$ cat src/rtl/entropy_ac_scan_sequencer.sv
// Drives the AC run/level encoders for one slice: reads coefficients in ProRes
// AC order (scan position outer, block inner) and lines valid/last up with the encoders.
module entropy_ac_scan_sequencer #(
  parameter int BLOCKS_MAX = 8,
  parameter int COEFF_W    = 32,
  parameter int ADDR_W     = 9,
  parameter int ENC_LAT    = 5
) (
  input  logic               clk,
  input  logic               reset_n,
  input  logic               start_i,
  input  logic [3:0]         num_blocks_i,
  output logic               rd_en_o,
  output logic [ADDR_W-1:0]  rd_addr_o,
  input  logic [COEFF_W-1:0] rd_data_i,
  output logic               enc_clr_o,
  output logic [COEFF_W-1:0] coeff_out_o,
  output logic               coeff_valid_o,
  output logic               coeff_last_o,
  output logic               bits_valid_o,
  output logic               bits_last_o,
  output logic               busy_o,
  output logic               done_o,
  output logic [2:0]         state_o
);

  // All interfaces are valid-only, with no ready: rd_data_i is taken exactly one
  // clock after rd_en_o, and consumers accept every beat while coeff_valid_o or
  // bits_valid_o is high.

  localparam int BLK_W = (BLOCKS_MAX > 1) ? $clog2(BLOCKS_MAX) : 1;
  localparam int CNT_W = $clog2(ENC_LAT + 1);

  localparam logic [5:0] SCAN [64] = '{
    6'd0,  6'd1,  6'd8,  6'd9,  6'd2,  6'd3,  6'd10, 6'd11,
    6'd16, 6'd17, 6'd24, 6'd25, 6'd18, 6'd19, 6'd26, 6'd27,
    6'd4,  6'd5,  6'd12, 6'd20, 6'd13, 6'd6,  6'd7,  6'd14,
    6'd21, 6'd28, 6'd29, 6'd22, 6'd15, 6'd23, 6'd30, 6'd31,
    6'd32, 6'd33, 6'd40, 6'd48, 6'd41, 6'd34, 6'd35, 6'd42,
    6'd49, 6'd56, 6'd57, 6'd50, 6'd43, 6'd36, 6'd37, 6'd44,
    6'd51, 6'd58, 6'd59, 6'd52, 6'd45, 6'd38, 6'd39, 6'd46,
    6'd53, 6'd60, 6'd61, 6'd54, 6'd47, 6'd55, 6'd62, 6'd63
  };

  typedef enum logic [2:0] {
    S_IDLE  = 3'd0,
    S_CLR   = 3'd1,
    S_RUN   = 3'd2,
    S_DRAIN = 3'd3,
    S_DONE  = 3'd4
  } state_t;

  state_t             state_q;
  logic [BLK_W-1:0]   blk_q, last_blk_q;
  logic [5:0]         pos_q;
  logic [CNT_W-1:0]   drain_q;
  logic               rd_en_q, enc_clr_q, busy_q, done_q;
  logic [ADDR_W-1:0]  rd_addr_q;
  logic               coeff_valid_q, coeff_last_q;
  logic [ENC_LAT-1:0] bv_q, bl_q;

  logic [3:0]       n_clamp;
  logic             blk_wrap, term;
  logic [BLK_W-1:0] blk_d;
  logic [5:0]       pos_d;

  assign n_clamp  = (int'(num_blocks_i) > BLOCKS_MAX) ? 4'(BLOCKS_MAX) : num_blocks_i;
  assign blk_wrap = (blk_q == last_blk_q);
  assign term     = blk_wrap && (pos_q == 6'd63);
  assign blk_d    = blk_wrap ? '0 : blk_q + 1'b1;
  assign pos_d    = pos_q + 6'(blk_wrap);

  function automatic logic [ADDR_W-1:0] mk_addr(input logic [BLK_W-1:0] b,
                                                input logic [5:0] p);
    return ADDR_W'({b, SCAN[p]});
  endfunction

  always_ff @(posedge clk or negedge reset_n) begin
    if (!reset_n) begin
      state_q       <= S_IDLE;
      blk_q         <= '0;
      last_blk_q    <= '0;
      pos_q         <= '0;
      drain_q       <= '0;
      rd_en_q       <= 1'b0;
      rd_addr_q     <= '0;
      enc_clr_q     <= 1'b0;
      busy_q        <= 1'b0;
      done_q        <= 1'b0;
      coeff_valid_q <= 1'b0;
      coeff_last_q  <= 1'b0;
      bv_q          <= '0;
      bl_q          <= '0;
    end else begin
      enc_clr_q     <= 1'b0;
      done_q        <= 1'b0;
      coeff_valid_q <= rd_en_q;
      coeff_last_q  <= rd_en_q & term;
      bv_q          <= {bv_q[ENC_LAT-2:0], coeff_valid_q};
      bl_q          <= {bl_q[ENC_LAT-2:0], coeff_last_q};

      case (state_q)
        S_IDLE: begin
          if (start_i) begin
            state_q    <= S_CLR;
            enc_clr_q  <= 1'b1;
            busy_q     <= 1'b1;
            blk_q      <= '0;
            pos_q      <= 6'd1;
            last_blk_q <= BLK_W'(n_clamp - 4'd1);
            rd_en_q    <= (n_clamp != 4'd0);
            rd_addr_q  <= mk_addr('0, 6'd1);
          end
        end
        S_CLR: begin
          if (rd_en_q) begin
            state_q   <= S_RUN;
            blk_q     <= blk_d;
            pos_q     <= pos_d;
            rd_addr_q <= mk_addr(blk_d, pos_d);
          end else begin
            // Empty slice: no coefficient is in flight, so one fewer drain cycle.
            state_q <= S_DRAIN;
            drain_q <= CNT_W'(ENC_LAT - 1);
          end
        end
        S_RUN: begin
          if (term) begin
            state_q <= S_DRAIN;
            rd_en_q <= 1'b0;
            drain_q <= CNT_W'(ENC_LAT);
          end else begin
            blk_q     <= blk_d;
            pos_q     <= pos_d;
            rd_addr_q <= mk_addr(blk_d, pos_d);
          end
        end
        S_DRAIN: begin
          if (drain_q == '0) begin
            state_q <= S_DONE;
            done_q  <= 1'b1;
          end else begin
            drain_q <= drain_q - 1'b1;
          end
        end
        S_DONE: begin
          state_q <= S_IDLE;
          busy_q  <= 1'b0;
        end
        default: state_q <= S_IDLE;
      endcase
    end
  end

  // The buffer returns data one clock after the address, in step with coeff_valid_q.
  assign coeff_out_o   = coeff_valid_q ? rd_data_i : '0;
  assign coeff_valid_o = coeff_valid_q;
  assign coeff_last_o  = coeff_last_q;
  assign rd_en_o       = rd_en_q;
  assign rd_addr_o     = rd_addr_q;
  assign enc_clr_o     = enc_clr_q;
  assign bits_valid_o  = bv_q[ENC_LAT-1];
  assign bits_last_o   = bl_q[ENC_LAT-1];
  assign busy_o        = busy_q;
  assign done_o        = done_q;
  assign state_o       = state_q;

endmodule
$ cat config.mk
export PLATFORM = sky130hd
export DESIGN_NAME = entropy_ac_scan_sequencer
export DESIGN_NICKNAME = d
export VERILOG_FILES = /design/src/rtl/entropy_ac_scan_sequencer.sv
export SDC_FILE = /design/constraint.sdc
export NUM_CORES = 1
export LEC_CHECK = 0
export CAP_MARGIN = 10
export CORE_MARGIN = 8
export CORE_UTILIZATION = 45
export DETAILED_ROUTE_END_ITERATION = 8
export PLACE_DENSITY = 0.79
export SLEW_MARGIN = 25
export SYNTH_ARGS = -nofsm -noshare
export SYNTH_HDL_FRONTEND = slang
export SYNTH_SLANG_ARGS = --single-unit
$ cat constraint.sdc
create_clock -name clk -period 4.5 [get_ports clk]
set_input_delay 0.9 -clock clk [delete_from_list [all_inputs] [get_ports clk]]
set_output_delay 0.9 -clock clk [all_outputs]
set_load 0.005 [all_outputs]
* Yosys cells after proc, flatten, opt, wreduce, memory -nomap -nowiden *
Memory sizes are Yosys's and may differ from the RTL's.
Cells that the tools add are included.

operators by class
  bitwise operators = 2
  add/subtract/negate cells = 4
  $lt $le $gt $ge = 2
  mux-type cells = 35
  reduce and logical (&&, ||, !) cells = 14
  equal/unequal tests = 13

operators by type and width
  cell                   count
  $mux W32               1
  $mux W3                10
  $mux W6                5
  $mux W9                3
  $pmux W9 S3            1
  $pmux W3 S3            2
  $pmux W6 S3            1
  $ne A2 B2 Y1 const B   7
  $pmux W3 S4            1
  $mux W1                8
  $reduce_and A4 Y1      2
  $ge A7 B7 Y1 const B   1
  $not A6 Y7             1
  $add A6 B1 Y6          1
  $eq A3 B2 Y1 const B   2
  $eq A6 B6 Y1 const B   1
  $logic_not A3 Y1       2
  $reduce_and A3 Y1      2
  $reduce_bool A3 Y1     2
  $sub A3 B1 Y3 const B  2
  $gt A4 B4 Y1 const B   1
  $mux W4                1
  $pmux W1 S2            2
  $reduce_and A2 Y1      2
  8 further kinds        9

storage, ports and cells
  register bits = 43
  memories = 1
  output and inout bits = 52
  memory bits (read-only) = 384

memory list
  name             words  width  read ports  clocked after Yosys merged registers in  write ports  line  RTL
  (no name shown)  64     6      1           0                                        0            75    return ADDR_W'({b, SCAN[p]});

* Depth between registers and ports, before layout *
Gate-level depths: netlist of the first run.

  depth after elaboration = 8
  depth in mapped cells = 12
  depth with buffers taken out = 12

* Least setup slack after synthesis of the first run *
Ideal clock, no wire load.

  kind = register to register
  from = reg blk_q[0]
  to = reg rd_addr_q[3] (netlist: rd_addr_o[3])
  stages on the path, launching flop included = 12
  path slack = 1.604 ns
  library setup time = 0.122 ns
  arrival time = 2.775 ns
  cell sequence = dfrtp_1 -> xor2_1 -> nor3_2 -> ha_1 -> ha_1 -> ha_1 -> clkbuf_1 -> and2_1 -> a31oi_1 -> o211ai_1 -> o2111ai_1 -> a32o_1

between the ends
  word-level cells in the longest chain between the ends = 8
  elaborated cells on any way between the ends = 12
  classes of those cells = 1 x add/sub; 2 x eq/ne; 5 x mux; 1 x bitwise; 2 x reduce/logical; 1 x memory

ends and longest elaborated chain
  item                                        line      RTL
  start: declaration                          54        logic [BLK_W-1:0] blk_q, last_blk_q;
  start signal: assignment                    118       blk_q <= blk_d;
  start signal: assignment                    133       blk_q <= blk_d;
  $eq A3 B3 Y1 *                              68        assign blk_wrap = (blk_q == last_blk_q);
  $add A6 B1 Y6                               71        assign pos_d = pos_q + 6'(blk_wrap);
  $not A6 Y7 (not written as such)            75
  $mem_v2 Z64 W6                              -
  $mux W6 (not written as such) (2 in a row)  75
  $mux W9 (on tied branches)                  128, 116
  $pmux W9 S3                                 102       case (state_q)
  end signal: assignment                      112       rd_addr_q <= mk_addr('0, 6'd1);
  end signal: assignment                      120       rd_addr_q <= mk_addr(blk_d, pos_d);
  end signal: assignment                      135       rd_addr_q <= mk_addr(blk_d, pos_d);
  end: declaration                            58        logic [ADDR_W-1:0] rd_addr_q;

Every way passes the cells marked *; elsewhere a longest branch is shown, timed or not. The select of a mux whose other input is x is not followed.
A chain may end at the register's enable or synchronous reset.

* Final worst setup path of the first run *
  from = reg blk_q[0]
  to = reg rd_addr_q[1] (netlist: rd_addr_o[1])

The elaborated chain is that of the path after synthesis.

==> results.ini, run 1 <==
[floorplan]
rows = 28
io_pins = 91
core_region_area_um2 = 5820
die_h_um = 92.9
start_util = 0.458
die-area_um2 = 8630
die_x_um = 92.9

[clock_tree]
clk_pin_slew_ns = 0.08
numCtsBuffers = 5
cts_hold_buf = 0
cts-root-buf = clkbuf_8
cts_tree = yes
cts-resized-gates = 0
insertion_delay_ns = 0.30
clock_path_buffers = 2
cts.sinks = 39
h-tree-depth = 2
cts_setup_buffers = 0

[outcome]
status = finished, final reports clean

[worst_setup_path]
endpoint_kind = register
r2r_end = rd_addr_o[1]
worst-path-max-fanout = 7
startpoint_type = register
crit_arrival_ns = 3.40
r2r_start = blk_q[0]
crit_start = blk_q[0]
cp_data_required_time_ns = 4.69
critPathKind = register to register
rr_worst_depth = 12
endpoint = rd_addr_o[1]
rrSetupSlack_ns = 1.29

[drt]
drcViolationCount = 0
first_pass_iters = 4
vias = 2448
vias_per_cell = 5.46
ant_nets = 0
routed_wl_um = 7740
drt_iter0_drc = 87
wl_per_cell_um = 17.3

[placement]
numPortBuffers = 90
hpwl_um = 5880
place_congestion = 0.959
dp_slack_ns = 1.33
place_area_um2 = 3540

[power_and_ir_drop]
vdd_ir_drop_max_uv = 338
leakage_uw = 0.00150
powerDensity_nw_per_um2 = 601
power_uw = 2200

[yosys]
synth_edf_count = 0
syn_inst = 294
yosys-top-cells-area = dfrtp_1 37%, and2_1 8.0%, ha_1 5.6%
syn-mean-instance-area_um2 = 9.05
syn_nets = 345
async_reset_ff_frac = 1.00
ys_types = 56
synth.top_cell.area_share = 0.367
synth_ff_type = dfrtp_1
ys_warn_count = 0
netlist_area_um2 = 2660
synth-seq-area-share = 0.367
synth_seq_cells = 39
synth_area_leader_cell = dfrtp_1

[sta]
setup_ws_ns = 1.29
finalSetupViolCount = 0
clock_skew_ns = 0.00660
hold_viol_final = 0
maxSlewViolCount = 0
finalSetupTns_ns = 0
hold_slack_ns = 0.349
rsz0062_at_grt = no
max_freq_ghz = 0.311
fin_crit_ns = 3.21
worstMarginPinSlew_ns = 0.880
max-slew-margin-rel = 0.413
final.period_utilization = 0.714

[global_routing]
grt.total_usage = 0.175
grt_max_degree = 40
first_global_vias = 2418
grt_first_pass_wirelength_um = 12200
grt_antenna_before_repair = 0
grt-ovfl-total = 0

[cells_and_area]
antennaDiodeCount = 0
layout_common_cells = 89 x clkdlybuf4s50_1, 39 x dfrtp_1, 34 x and2_1
mostFrequentLayoutCell = clkdlybuf4s50_1
ff_latch_area_um2 = 976
design_area_um2 = 3660
fillers = 522
multi_input_area_um2 = 1530
syn2layout_area_growth_pct = 37.4
final_nets = 423
layout-drive-gt1-share = 0.0697

[worst_hold_path]
min_from = bv_q[3]
min_path_type = register to register

[run]
max-cap-violations = 0

[report_power, final]
group          internal (uW)  switching [uW]
Sequential               466             186
Combinational            631             619
Clock                    165             133
[synthesized netlist by cell type (all sizes together) (3+ instances only)]
cell type / count
clkbuf: 7
nor2: 19
nor2b: 5
a22o: 3
a21o: 4
nand3: 10
a211oi: 5
mux2i: 3
nand2: 19
xor2: 7
nor3: 8
buf: 13
dfrtp: 39
ha: 12
nand2b: 9
a31oi: 9
o21ai: 18
a32o: 3
xnor2: 7
o2111ai: 3
and2: 34
inv: 10
a21oi: 21
[metrics by stage]
step	utilization	std cells
floorplan	-	294
global placement	0.610	440
detailed placement	0.610	440
CTS	0.629	448
global route	0.629	448
finish	0.629	448
[kinds of logic after synthesis]
logic type / synth area share
simple gates: 0.238
compound gates: 0.195
flops: 0.367
buf+inv: 0.0569
xor+xnor: 0.0672
fa+ha+maj: 0.0602
mux: 0.0155
[flip-flops by register name (all words and copies together) (netlist names)]
| name | flops |
|---|---|
| done_o | 1 |
| rd_en_o | 1 |
| bv_q | 5 |
| busy_o | 1 |
| blk_q | 3 |
| pos_q | 5 |
| enc_clr_o | 1 |
| coeff_last_o | 1 |
| drain_q | 3 |
| coeff_valid_o | 1 |
| state_o | 3 |
| last_blk_q | 3 |
| bl_q | 5 |
| rd_addr_o | 6 |
[layer usage]
layer,global-route usage,vias to the layer above,wire length (um)
met3,0.0510,12,431
met4,0.0470,0,102
met1,0.203,1171,3040
met5,0,-,0
met2,0.305,73,4160
li1,-,1192,-
[critical path, cell delays in order (launching register included)]
cell and delay [ns]:
dfrtp_1 0.43, xor2_1 0.16, nor3_2 0.32, ha_1 0.36, ha_1 0.34, inv_1 0.16
ha_1 0.26, nor2b_1 0.07, o32ai_1 0.26, a21oi_1 0.10, o2111ai_1 0.27, nand3_1 0.10
a32o_1 0.26
[worst min-delay path by stage]
stage / endpoint / slack, ns / cells after the start
6_report: bv_q[4] / 0.35 / 0
5_1_grt: bv_q[1] / 0.36 / 0
4_1_cts: bv_q[4] / 0.35 / 0
3_5_place_dp: bl_q[3] / 0.33 / 0
3_3_place_gp: bl_q[1] / 0.33 / 0
2_1_floorplan: bl_q[1] / 0.33 / 0
[final cells by class]
| class | instances | share of cell area |
|---|---|---|
| inverter | 10 | 0.0103 |
| multi-input combinational | 225 | 0.419 |
| clock buffer | 5 | 0.0188 |
| timing repair buffer | 91 | 0.247 |
| clock inverter | 3 | 0.0120 |
| tap | 75 | 0.0257 |
| sequential | 39 | 0.267 |
No activity file was read; power rests on OpenSTA's default activity.
==> inputs of run 2 (changes only) <==
CORE_UTILIZATION = 42   (was 45)
PLACE_DENSITY = 0.78   (was 0.79)
clock period = 2.7 ns   (was 4.5 ns; I/O delays follow)
==> results.ini, run 2 (same netlist as run 1, synthesis figures left out) <==
[clock_tree]
numCtsBuffers = 5  ; unchanged
cts.sinks = 39  ; unchanged
cts_hold_buf = 0  ; unchanged
cts_tree = yes  ; unchanged
clk_pin_slew_ns = 0.08  ; about the same
cts-root-buf = clkbuf_8  ; unchanged
insertion_delay_ns = 0.29  ; was 0.30 ns
clock_path_buffers = 2  ; unchanged
h-tree-depth = 2  ; unchanged

[global_routing]
grt-ovfl-total = 0  ; unchanged
grt_use_met1 = 0.198  ; was 0.203
busiest_layer = met2  ; unchanged
met3_usage = 0.0307  ; was 0.0510
grt.total_usage = 0.163  ; was 0.175
grt_antenna_before_repair = 0  ; unchanged
grt_max_degree = 40  ; unchanged
first_global_vias = 2464  ; was 2,418
grt_use_met2 = 0.291  ; was 0.305
grt_first_pass_wirelength_um = 11900  ; was 12,200 um

[floorplan]
die_x_um = 95.6  ; was 92.9 um
rows = 29  ; was 28
core_region_area_um2 = 6240  ; was 5820 um2
start_util = 0.426  ; was 0.458
die_h_um = 95.6  ; was 92.9 um
die-area_um2 = 9140  ; was 8630 um2
io_pins = 91  ; unchanged

[drt]
vias_per_cell = 5.27  ; was 5.46
vias = 2516  ; was 2,448
drcViolationCount = 0  ; unchanged
ant_nets = 0  ; unchanged
routed_wl_um = 7620  ; was 7740 um
drt_iter0_drc = 126  ; was 87
first_pass_iters = 4  ; unchanged
wl_per_cell_um = 16.0  ; was 17.3 um

[cells_and_area]
antennaDiodeCount = 0  ; unchanged
final_cells = 477  ; was 448
layout-drive-gt1-share = 0.148  ; was 0.0697
syn2layout_area_growth_pct = 47.0  ; was 37.4%
largest_reg_flops = 6  ; unchanged
fillers = 539  ; was 522
post-route-util = 0.627  ; was 0.629
mostFrequentLayoutCell = clkdlybuf4s50_1  ; unchanged
final_nets = 450  ; was 423
layout_common_cells = 89 x clkdlybuf4s50_1, 39 x dfrtp_1, 34 x and2_1  ; unchanged

[placement]
hpwl_um = 5970  ; was 5880 um
place_congestion = 0.845  ; was 0.959
numPortBuffers = 90  ; unchanged
dp_slack_ns = 0.0505  ; was 1.33 ns
dp.cells = 468  ; was 440

[worst_hold_path]
min_path_type = input port to asynchronous set/reset pin  ; was register to register

[power_and_ir_drop]
p_switching_uw = 1600  ; was 938 uW
powerDensity_nw_per_um2 = 1020  ; was 601 nW/um2
vdd_ir_drop_max_uv = 477  ; was 338 uV
p_int_uw = 2380  ; was 1260 uW
combPwrFrac = 0.617  ; was 0.568
power_uw = 3980  ; was 2200 uW
leakage_uw = 0.00163  ; was 0.00150 uW
power.share.switching = 0.402  ; was 0.427
p_clk_frac = 0.129  ; was 0.135
seqPwrFrac = 0.254  ; was 0.296

[worst_setup_path]
max_stage_delay_ns = 0.39  ; was 0.43 ns
crit_buf_inv = 0  ; was 1
startpoint_type = register  ; unchanged
path_cells = xor2_1 > nor3_2 > ha_2 > ha_4 > ha_2 > o21a_1 > o32ai_1 > a21oi_1 > o2111ai_1 > nand3_1 > a32o_1  ; was xor2_1 > nor3_2 > ha_1 > ha_1 > inv_1 > ha_1 > nor2b_1 > o32ai_1 > a21oi_1 > o2111ai_1 > nand3_1 > a32o_1
crit_arrival_ns = 2.76  ; was 3.40 ns
critPathKind = register to register  ; unchanged
endpoint_kind = register  ; unchanged
worst-path-max-fanout = 3  ; was 7
cp_data_required_time_ns = 2.89  ; was 4.69 ns
path_delay_family = compound AO/OA/AOI/OAI gates  ; was adder cells
cpMostUsedCell = ha_2  ; was ha_1
crit_slowest_cell = dfrtp_1  ; unchanged

[sta]
finalSetupViolCount = 0  ; unchanged
worstMarginPinSlew_ns = 0.845  ; was 0.880 ns
clock_skew_ns = 0.00657  ; was 0.00660 ns
hold_viol_final = 0  ; unchanged
setup_ws_ns = 0.131  ; was 1.29 ns
max_freq_ghz = 0.389  ; was 0.311 GHz
max-slew-margin-rel = 0.437  ; was 0.413
maxSlewViolCount = 0  ; unchanged
fin_crit_ns = 2.57  ; was 3.21 ns
final.period_utilization = 0.952  ; was 0.714
rsz0062_at_grt = yes  ; was no

[run]
max-cap-violations = 0  ; unchanged

[outcome]
status = finished, final reports clean  ; unchanged

==> run 2: cell types whose count changed in the layout (fill, tap and decap cells not counted), moves of 2 or more <==
cell and delta:
ha_1 -5, buf_4 +26, ha_2 +3, ha_4 +2
==> run 2: worst paths after layout <==
check	end	cells past startpoint	start	slack (ns)
worst max-delay path	rd_addr_o[1]	11	last_blk_q[0]	0.13
worst min-delay path	rd_addr_o[3]	1	reset_n	0.34
worst max register to register	rd_addr_o[1]	11	last_blk_q[0]	0.13
worst min register to register	bl_q[3]	0	bl_q[2]	0.35
max in group asynchronous	busy_o	1	reset_n	1.82
min in group clk	bl_q[3]	0	bl_q[2]	0.35
==> run 2: power groups by stage <==
| stage | Sequential, uW | Clock, uW | Combinational (uW) |
|---|---|---|---|
| 6_report | 1010 | 515 | 2450 |
| 2_1_floorplan | 920 | 0 | 1500 |
| 5_1_grt | 1040 | 549 | 2700 |
| 3_3_place_gp | 1010 | 0 | 2360 |
| 3_5_place_dp | 1020 | 0 | 2410 |
| 4_1_cts | 1010 | 523 | 2430 |
==> run 2: stage by stage <==
| step | hold WS [ns] | instance area (um2) | TNS, ns |
|---|---|---|---|
| floorplan | 0.244 | 2690 | -0.00955 |
| global placement | 0.331 | 3770 | 0 |
| detailed placement | 0.335 | 3770 | 0 |
| CTS | 0.353 | 3890 | 0 |
| global route | 0.360 | 3910 | -0.0116 |
| finish | 0.338 | 3910 | 0 |
==> run 2: worst reg2reg max path, stage by stage (launching register included) <==
cell and delay (ns):
dfrtp_1 0.39, xor2_1 0.17, nor3_2 0.22, ha_2 0.24, ha_4 0.21, ha_2 0.19, o21a_1 0.16, o32ai_1 0.23
a21oi_1 0.09, o2111ai_1 0.20, nand3_1 0.10, a32o_1 0.25
==> run 2: timing repair <==
item                       CTS  global route
setup endpoints to repair    0             2
setup buffers                0             1
resized for setup            0             4
==> run 2: area by class of cell <==
cell class / count / area [um2] / area share
Timing Repair Buffer: 118 / 1120 / 0.286
Sequential cell: 39 / 976 / 0.249
Tap cell: 77 / 96.3 / 0.0246
Clock inverter: 2 / 35.0 / 0.00895
Inverter: 10 / 37.5 / 0.00959
Clock buffer: 6 / 82.6 / 0.0211
Multi-Input combinational cell: 225 / 1570 / 0.400
==> run 2: per-layer routing <==
metal  vias to the layer above  share of wire
met5                         -              0
met3                         7          0.037
met2                        41           0.56
li1                       1241              -
met1                      1227           0.40
met4                         0         0.0067
